`src/rtl/trsq8_bus_pkg.sv`:
```
// Shared definitions for the TRSQ8 8-bit peripheral bus.
//   arb_state_t : bus arbiter ownership state
//   ADDR_W/DATA_W : bus widths
//   *_BASE/*_LIMIT : inclusive address windows seen by the decoder
package trsq8_bus_pkg;

  localparam int ADDR_W = 8;
  localparam int DATA_W = 8;

  localparam logic [ADDR_W-1:0] RAM_BASE   = 8'h00;
  localparam logic [ADDR_W-1:0] RAM_LIMIT  = 8'h7F;
  localparam logic [ADDR_W-1:0] SPI_BASE   = 8'h80;
  localparam logic [ADDR_W-1:0] SPI_LIMIT  = 8'h83;
  localparam logic [ADDR_W-1:0] GPIO_BASE  = 8'h84;
  localparam logic [ADDR_W-1:0] GPIO_LIMIT = 8'h87;
  localparam logic [ADDR_W-1:0] IIC_BASE   = 8'h90;
  localparam logic [ADDR_W-1:0] IIC_LIMIT  = 8'h93;

  typedef enum logic [1:0] {
    IDLE = 2'd0,
    OWN0 = 2'd1,
    OWN1 = 2'd2
  } arb_state_t;

endpackage

```
`src/rtl/peri_bus_arbiter_if.sv`:
```
// One master's connection to the peripheral bus arbiter.
//   master modport : bus master side (drives req/lock/addr/wdata/strobes)
//   slave modport  : arbiter side (returns gnt, rdata, rvalid)
interface peri_bus_arbiter_if;
  import trsq8_bus_pkg::*;

  logic              req;
  logic              lock;
  logic [ADDR_W-1:0] addr;
  logic [DATA_W-1:0] wdata;
  logic              wr_en;
  logic              rd_en;
  logic              gnt;
  logic [DATA_W-1:0] rdata;
  logic              rvalid;

  modport master (output req, lock, addr, wdata, wr_en, rd_en,
                  input  gnt, rdata, rvalid);
  modport slave  (input  req, lock, addr, wdata, wr_en, rd_en,
                  output gnt, rdata, rvalid);
endinterface

```
`src/rtl/peri_arb_rr.sv`:
```
// Round-robin pick between two requesters.
//   req[1:0] : requests, bit i = master i
//   rr       : master favoured when both request
//   winner   : selected master (only meaningful when |req)
module peri_arb_rr (
  input  logic [1:0] req,
  input  logic       rr,
  output logic       winner
);
  always_comb begin
    unique case (req)
      2'b10:   winner = 1'b1;
      2'b11:   winner = rr;
      default: winner = 1'b0;
    endcase
  end
endmodule

```
`src/rtl/peri_bus_arbiter.sv`:
```
// Two-master arbiter for the TRSQ8 peripheral bus.
//   clk, reset       : clock, synchronous active-high reset
//   m0, m1           : master ports (req/lock/addr/wdata/wr_en/rd_en in,
//                      gnt/rdata/rvalid out)
//   peri_addr/dout   : owner's address/write data to the decoder
//   peri_wr_en/rd_en : owner's strobes to the decoder, gated by reset
//   peri_din         : combinational read data from the decoder
//   err_drop         : sticky flag, strobe seen from a non-owner
// Ownership rotates on release or after MAX_HOLD granted cycles when the
// other master waits; an owner's lock only suppresses the forced rotation.
module peri_bus_arbiter
  import trsq8_bus_pkg::*;
#(
  parameter int MAX_HOLD = 16
) (
  input  logic              clk,
  input  logic              reset,
  peri_bus_arbiter_if.slave m0,
  peri_bus_arbiter_if.slave m1,
  output logic [ADDR_W-1:0] peri_addr,
  output logic [DATA_W-1:0] peri_dout,
  output logic              peri_wr_en,
  output logic              peri_rd_en,
  input  logic [DATA_W-1:0] peri_din,
  output logic              err_drop
);
  localparam logic [7:0] HOLD_LAST = 8'(MAX_HOLD - 1);

  arb_state_t             state;
  logic [7:0]             hold_cnt;
  logic                   rr;
  logic                   winner;
  logic [1:0]             req, lock, wr, rd, own;
  logic [1:0][DATA_W-1:0] rdata_q;
  logic [1:0]             rvalid_q;
  logic                   hold_done;

  assign req  = {m1.req,   m0.req};
  assign lock = {m1.lock,  m0.lock};
  assign wr   = {m1.wr_en, m0.wr_en};
  assign rd   = {m1.rd_en, m0.rd_en};
  assign own  = {state == OWN1, state == OWN0};

  assign hold_done = (hold_cnt == HOLD_LAST);

  assign m0.gnt    = own[0];
  assign m1.gnt    = own[1];
  assign m0.rdata  = rdata_q[0];
  assign m1.rdata  = rdata_q[1];
  assign m0.rvalid = rvalid_q[0];
  assign m1.rvalid = rvalid_q[1];

  peri_arb_rr u_rr (.req(req), .rr(rr), .winner(winner));

  // Ownership FSM. Leaving OWNx always goes to the other master if it is
  // requesting, so a handover never costs an idle cycle.
  always_ff @(posedge clk) begin
    if (reset) begin
      state    <= IDLE;
      hold_cnt <= '0;
      rr       <= 1'b0;
    end else begin
      unique case (state)
        IDLE: begin
          hold_cnt <= '0;
          if (|req) state <= winner ? OWN1 : OWN0;
        end
        OWN0: begin
          if (!req[0] || (hold_done && req[1] && !lock[0])) begin
            state    <= req[1] ? OWN1 : IDLE;
            hold_cnt <= '0;
            rr       <= 1'b0;
          end else if (!hold_done) begin
            hold_cnt <= hold_cnt + 8'd1;
          end
        end
        OWN1: begin
          if (!req[1] || (hold_done && req[0] && !lock[1])) begin
            state    <= req[0] ? OWN0 : IDLE;
            hold_cnt <= '0;
            rr       <= 1'b1;
          end else if (!hold_done) begin
            hold_cnt <= hold_cnt + 8'd1;
          end
        end
        default: state <= IDLE;
      endcase
    end
  end

  // Slave-side mux straight from the registered owner; strobes are
  // gated by reset so an access in the reset cycle never reaches a device.
  always_comb begin
    peri_addr  = '0;
    peri_dout  = '0;
    peri_wr_en = 1'b0;
    peri_rd_en = 1'b0;
    unique case (state)
      OWN0: begin
        peri_addr  = m0.addr;
        peri_dout  = m0.wdata;
        peri_wr_en = m0.wr_en & ~reset;
        peri_rd_en = m0.rd_en & ~reset;
      end
      OWN1: begin
        peri_addr  = m1.addr;
        peri_dout  = m1.wdata;
        peri_wr_en = m1.wr_en & ~reset;
        peri_rd_en = m1.rd_en & ~reset;
      end
      default: ;
    endcase
  end

  // Read return is tagged with the owner at strobe time, so it still lands
  // at the right master if the grant moves on the same edge.
  always_ff @(posedge clk) begin
    if (reset) begin
      rdata_q  <= '0;
      rvalid_q <= '0;
      err_drop <= 1'b0;
    end else begin
      rvalid_q <= own & {2{peri_rd_en}};
      for (int i = 0; i < 2; i++)
        if (peri_rd_en && own[i]) rdata_q[i] <= peri_din;
      if (|((wr | rd) & ~own)) err_drop <= 1'b1;
    end
  end

endmodule

```
`src/flat_wrapper.sv`:
```
// flat-port wrapper written by rule: the top's interface ports become plain ports
module peri_bus_arbiter_flat import trsq8_bus_pkg::*;
#(
  parameter int MAX_HOLD = 16
)
  (clk, reset, peri_addr, peri_dout, peri_wr_en, peri_rd_en, peri_din, err_drop, m0_req, m0_lock, m0_addr, m0_wdata, m0_wr_en, m0_rd_en, m0_gnt, m0_rdata, m0_rvalid, m1_req, m1_lock, m1_addr, m1_wdata, m1_wr_en, m1_rd_en, m1_gnt, m1_rdata, m1_rvalid);
  peri_bus_arbiter_if m0_i ();
  peri_bus_arbiter_if m1_i ();
  input  logic clk;
  input  logic reset;
  output logic [ADDR_W-1:0] peri_addr;
  output logic [DATA_W-1:0] peri_dout;
  output logic peri_wr_en;
  output logic peri_rd_en;
  input  logic [DATA_W-1:0] peri_din;
  output logic err_drop;
  input wire logic [$bits(m0_i.req)-1:0] m0_req;
  input wire logic [$bits(m0_i.lock)-1:0] m0_lock;
  input wire logic [$bits(m0_i.addr)-1:0] m0_addr;
  input wire logic [$bits(m0_i.wdata)-1:0] m0_wdata;
  input wire logic [$bits(m0_i.wr_en)-1:0] m0_wr_en;
  input wire logic [$bits(m0_i.rd_en)-1:0] m0_rd_en;
  output wire logic [$bits(m0_i.gnt)-1:0] m0_gnt;
  output wire logic [$bits(m0_i.rdata)-1:0] m0_rdata;
  output wire logic [$bits(m0_i.rvalid)-1:0] m0_rvalid;
  input wire logic [$bits(m1_i.req)-1:0] m1_req;
  input wire logic [$bits(m1_i.lock)-1:0] m1_lock;
  input wire logic [$bits(m1_i.addr)-1:0] m1_addr;
  input wire logic [$bits(m1_i.wdata)-1:0] m1_wdata;
  input wire logic [$bits(m1_i.wr_en)-1:0] m1_wr_en;
  input wire logic [$bits(m1_i.rd_en)-1:0] m1_rd_en;
  output wire logic [$bits(m1_i.gnt)-1:0] m1_gnt;
  output wire logic [$bits(m1_i.rdata)-1:0] m1_rdata;
  output wire logic [$bits(m1_i.rvalid)-1:0] m1_rvalid;
  assign m0_i.req = m0_req;
  assign m0_i.lock = m0_lock;
  assign m0_i.addr = m0_addr;
  assign m0_i.wdata = m0_wdata;
  assign m0_i.wr_en = m0_wr_en;
  assign m0_i.rd_en = m0_rd_en;
  assign m0_gnt = m0_i.gnt;
  assign m0_rdata = m0_i.rdata;
  assign m0_rvalid = m0_i.rvalid;
  assign m1_i.req = m1_req;
  assign m1_i.lock = m1_lock;
  assign m1_i.addr = m1_addr;
  assign m1_i.wdata = m1_wdata;
  assign m1_i.wr_en = m1_wr_en;
  assign m1_i.rd_en = m1_rd_en;
  assign m1_gnt = m1_i.gnt;
  assign m1_rdata = m1_i.rdata;
  assign m1_rvalid = m1_i.rvalid;
  peri_bus_arbiter #(.MAX_HOLD(MAX_HOLD)) u_core (.clk(clk), .reset(reset), .m0(m0_i), .m1(m1_i), .peri_addr(peri_addr), .peri_dout(peri_dout), .peri_wr_en(peri_wr_en), .peri_rd_en(peri_rd_en), .peri_din(peri_din), .err_drop(err_drop));
endmodule
```
`config.mk`:
```
export PLATFORM = sky130hd
export DESIGN_NAME = peri_bus_arbiter_flat
export DESIGN_NICKNAME = d
export VERILOG_FILES = /design/src/rtl/trsq8_bus_pkg.sv /design/src/rtl/peri_bus_arbiter_if.sv /design/src/rtl/peri_arb_rr.sv /design/src/rtl/peri_bus_arbiter.sv /design/src/flat_wrapper.sv
export SDC_FILE = /design/constraint.sdc
export NUM_CORES = 1
export LEC_CHECK = 0
export CORE_ASPECT_RATIO = 0.9
export CORE_MARGIN = 3
export CORE_UTILIZATION = 37
export CTS_BUF_LIST = sky130_fd_sc_hd__clkbuf_4 sky130_fd_sc_hd__clkbuf_8
export CTS_CLUSTER_DIAMETER = 50
export DETAILED_ROUTE_END_ITERATION = 10
export GPL_TIMING_DRIVEN = 0
export HOLD_SLACK_MARGIN = 0.03
export PLACE_DENSITY = 0.79
export SLEW_MARGIN = 15
export SYNTH_ARGS = -nofsm -noshare
export SYNTH_HDL_FRONTEND = slang
export SYNTH_SLANG_ARGS = --single-unit
```
`constraint.sdc`:
```
create_clock -name clk -period 2 [get_ports clk]
set_input_delay 0.3 -clock clk [delete_from_list [all_inputs] [get_ports clk]]
set_output_delay 0.3 -clock clk [all_outputs]
set_load 0.03 [all_outputs]
```
* After elaboration in Yosys (flattened, before gate mapping) *
Cells that the tools add are included.

word-level totals
  register bits after elaboration = 30
  latch bits = 0
  RAM bits = 0
  ROM bits = 0
  input bits = 50
  output and inout port bits = 39
  logic and storage cells = 63
  memories = 0

operators by class
  add/subtract/negate cells = 1
  $mul = 0
  divide/modulo/power cells = 0
  $lt $le $gt $ge = 0
  eq/ne operators = 8
  shifts and indexed selects = 0
  muxes and demuxes = 19
  bitwise gates (word level) = 9
  reduce and logical (&&, ||, !) cells = 19

operator list
  cell                 number
  $pmux 8 s2           2
  $mux 8               3
  $pmux 8 s3           1
  $mux 2               5
  $add 8x1->8 const B  1
  $eq 8x4->1 const B   1
  $pmux 1 s2           4
  $eq 2x2->1 const B   3
  $logic_and 1x1->1    6
  $ne 2x1->1 const B   3
  $pmux 2 s3           1
  $reduce_and 3->1     2
  $and 1x1->1          4
  $and 2x2->2          2
  $logic_not 1->1      4
  $reduce_or 2->1      2
  $mux 1               3
  $reduce_bool 3->1    1
  $eq 2x1->1 const B   1
  $logic_not 2->1      1
  $logic_or 1x1->1     2
  $not 2->2            1
  $or 2x2->2           1
  $reduce_bool 2->1    1
  $not 1->1            1

* Longest topological paths before layout *
  depth in word-level cells = 6
  mapped depth = 8
  depth with buffers taken out = 7

* By module *
Synthesis repeated with hierarchy kept, for this count alone.

unflattened totals
  cell total of the unflattened synthesis = 202
  area total of the unflattened synthesis = 1661.6 µm²

by module, submodules not included
  module            instances  cells each  area an instance (µm²)  seq. area each (µm²)
  peri_bus_arbiter  1          200         1650.3                  600.6
  peri_arb_rr       1          2           11.3                    0.0

* Least setup slack after synthesis *
OpenSTA, ideal clock, no wires.

  path kind = register to output
  from = register u_core.state[1]
  to = output peri_addr[2]
  arrival = 1.869 ns
  path slack = -0.169 ns
  stages on the path, launching flop included = 7
  path buffers = 2
  cell sequence = dfxtp_1 -> inv_1 -> ha_1 -> buf_2 -> buf_1 -> a22oi_1 -> nor2b_1

on the way
  cells in the longest elaborated chain, start to end = 2

ends and longest elaborated chain
  what                    RTL line                text
  start, declared         peri_bus_arbiter.sv:29  arb_state_t state;
  start signal, assigned  peri_bus_arbiter.sv:66  if (|req) state <= winner ? OWN1 : OWN0;
  start signal, assigned  peri_bus_arbiter.sv:70  state <= req[1] ? OWN1 : IDLE;
  start signal, assigned  peri_bus_arbiter.sv:79  state <= req[0] ? OWN0 : IDLE;
  $eq 2x1->1              --
  net m0_gnt              flat_wrapper.sv:23      output wire logic [$bits(m0_i.gnt)-1:0] m0_gnt;
  $pmux 8 s2              peri_bus_arbiter.sv:98  unique case (state)
  end, declared           flat_wrapper.sv:11      output logic [ADDR_W-1:0] peri_addr;

The timed path passes the listed nets, and every way through them passes these cells.

* Worst setup path in the final report *
  from = register u_core.state[0]
  to = output peri_wr_en

on the way
  cells in the longest elaborated chain, start to end = 2

ends and longest elaborated chain
  what                                             RTL line                text
  $eq 2x2->1 / $eq 2x1->1 (equally long branches)  peri_bus_arbiter.sv:98
  $pmux 1 s2 (*)                                   peri_bus_arbiter.sv:98
  end, declared                                    flat_wrapper.sv:13      output logic peri_wr_en;

Mark *: on every way between the ends. The rest lies on a longest branch, timed or not.

==> flow_summary.yaml <==
floorplan:
  initial_utilization: 0.3982
  die_h_um: 70.08
  rows: 22
  die-area_um2: 5409
  floorplan.core_area_um2: 4239
  io_pins: 89
  die_w_um: 77.20
finish:
  diodes: 0
  drive_gt1_frac: 0.2233
  nets: 356
  utilization: 0.6650
  area_growth_syn_to_layout_pct: 67.01
placement:
  gp_congestion: 0.8006
  post-dp-hpwl_um: 3711
  port-buffer-count: 88
yosys:
  synth_compound_area_frac: 0.2179
  syn_nets: 259
  synthAdderAreaFrac: 0.04448
  netlist_area_um2: 1688
  synth_edf_count: 0
  ys_seq_elements: 30
  ys_warn_count: 0
  syn-mean-instance-area_um2: 8.315
  seq_area_frac_synth: 0.3558
  synth_top_area_cell: "dfxtp_1"
  synth-xor-area-share: 0.005189
  synth.most_common_cell: "dfxtp_1"
  synth.area.top_cells: "dfxtp_1 36%, mux2i_1 7.1%, a22oi_1 7.1%"
  ys_top_cells_by_count: "30 x dfxtp_1, 28 x nand2_1, 16 x a22oi_1, 16 x nor2_1"
  synth.mux.area_fraction: 0.07116
  synth_top_family_by_area: "simple AND/OR/NAND/NOR gates"
  ys_async_sr_fraction: 0
  ys_types: 41
  yosysTopAreaCellShare: 0.3558
  synth_flop_cell: "dfxtp_1"
  syn-instance-count: 203
  synth-simple-area-share: 0.2654
cts:
  clock_path_buffers: 2
  clock_latency_ns: 0.28
  cts_made_buffers: 5
  numClockSinks: 30
  cts_max_level: 2
  cts_hold_buf: 0
  tritoncts: "yes"
  root_buffer: "clkbuf_8"
  clk_pin_slew_ns: 0.06
setup_path:
  crit_type: "reg2out"
  worst-path-buf-inv: 3
  slowest_stage: "dfxtp_4"
  crit_arrival_ns: 1.65
  cp_cell_sequence: "inv_2 > ha_4 > clkbuf_8 > mux2i_1 > nor2_1 > clkdlybuf4s15_2"
  end_kind: "primary output"
  cp_top_family: "buffers and inverters"
  cp_data_required_time_ns: 1.70
  max_stage_delay_ns: 0.37
  crit_fanout: 10
  cp-start-kind: "flip-flop"
detailed_routing:
  drc: 0
  wirelength_um: 4848
  drt-initial-drc-count: 77
  routedWlPerCell_um: 13.47
  ant_nets: 0
  dr_total_vias: 1756
  vias_per_cell: 4.878
  first_pass_iters: 4
grt:
  antenna_found_initial: 0
  grt_pass1_vias: 1606
  grt_util_all_layers: 0.1713
  grt_overflow_total: 0
  grt_max_degree: 11
  grt_pass1_wl_um: 7686
sta:
  max_slew_margin: 0.6899
  rsz0062_at_grt: "yes"
  finalHoldViolations: 0
  finalCritPeriodShare: 0.9726
  timing.fmax_mhz: 514.1
  max_slew.worst_pin.slew_ns: 0.4651
  slew_violations: 0
  finalSetupViolCount: 0
  min_period_ns: 1.945
  skew_ns: 0.003483
  finalSetupTns_ns: 0
power:
  pwr-share-seq: 0.262
  p_per_area_nw_per_um2: 948.9
  irDropWorstVdd_v: 0.0004718
  comb_power_share: 0.507
  p_sw_frac: 0.3646
  pwr-share-clk: 0.231
  p_int_mw: 1.700
  leakage_nw: 1.093
  p_switching_mw: 0.9752
outcome:
  outcome: "completed"
flow_run:
  max-cap-violations: 0
hold_path:
  hp-class: "reg2reg"
-- worst min-delay path, cell delays in order (launching register included) --
cell	delay (ns)
dfxtp_1	0.31
nand2_1	0.05
a21oi_1	0.05
-- kinds of logic after synthesis --
group,Yosys count
multiplexers,12
AND/OR/NAND/NOR,84
XOR/XNOR,1
adder cells (fa/ha/maj),6
AO/OA/AOI/OAI,53
buffers and inverters,17
flip-flops,30
-- repair_timing --
item	in CTS	in global routing
setup endpoints to repair	29	20
setup buffers	0	2
gates resized for setup	114	8
-- final timing paths --
check                startpoint                 end  slack (ns)  depth (start not counted)
max             u_core.state[0]          peri_wr_en        0.05                          6
min          u_core.m1.rdata[0]  u_core.m1.rdata[0]        0.45                          2
max reg2reg     u_core.state[0]  u_core.hold_cnt[7]        0.15                          6
min reg2reg  u_core.m1.rdata[0]  u_core.m1.rdata[0]        0.45                          2
-- area by class of cell --
type	instances	area [um2]
timing repair buffer	90	833.3
buffer	9	67.56
inverter	8	30.03
sequential	30	608.1
clock inverter	1	30.03
clock buffer	6	82.58
tap	60	75.07
fill	360	1420
multi-input combinational	156	1092
-- flip-flops by register name (all words and copies together), names as in the netlist --
| signal | cells |
|---|---|
| u_core.err_drop | 1 |
| u_core.hold_cnt | 8 |
| u_core.m0.rdata | 8 |
| u_core.m1.rdata | 8 |
| u_core.rr | 1 |
| u_core.rvalid_q | 2 |
| u_core.state | 2 |
-- stage by stage --
step	area [um2]	hold slack (ns)	setup WS, ns	power (mW)	cells
2_1_floorplan	1715	0.4360	0.02852	1.528	203
3_3_place_gp	2671	0.4411	-0.4944	1.944	351
3_5_place_dp	2671	0.4465	-0.5424	1.958	351
4_1_cts	2788	0.4542	0.009113	2.638	358
5_1_grt	2819	0.4691	-0.01093	2.813	360
6_report	2819	0.4521	0.05472	2.675	360
-- power groups by stage --
| stage | sequential (mW) | combinational (mW) | clock [mW] |
|---|---|---|---|
| final | 0.701 | 1.36 | 0.618 |
| after global routing | 0.707 | 1.45 | 0.655 |
| after CTS | 0.688 | 1.32 | 0.632 |
| after detailed placement | 0.692 | 1.27 | 0 |
| after global placement | 0.691 | 1.25 | 0 |
| after floorplan | 0.712 | 0.816 | 0 |
-- routing by layer --
metal / global-route usage / vias to the layer above / wire (um)
met5: 0 / - / 0
met4: 0.04150 / 0 / 21
met3: 0.06830 / 3 / 372
met2: 0.2733 / 46 / 2300
met1: 0.2157 / 796 / 2152
li1: - / 911 / -
-- cell usage in the layout, fill, tap and decap left out, types with 2 or more instances in the layout --
cell type	count
a211o_1	2
a21oi_1	14
a22oi_1	14
a22oi_2	2
buf_2	9
buf_4	12
buf_6	2
clkbuf_1	3
clkbuf_8	7
clkdlybuf4s50_1	69
dfxtp_1	28
dfxtp_4	2
ha_1	3
ha_4	3
inv_1	3
inv_2	5
mux2i_1	12
nand2_1	28
nand2b_1	6
nand3_1	5
nor2_1	16
nor2b_1	4
nor2b_2	16
o211ai_1	3
o21ai_1	3
o221ai_1	2
o22ai_1	2
or2_1	2
Note: power is estimated with default switching activity, not from simulation.
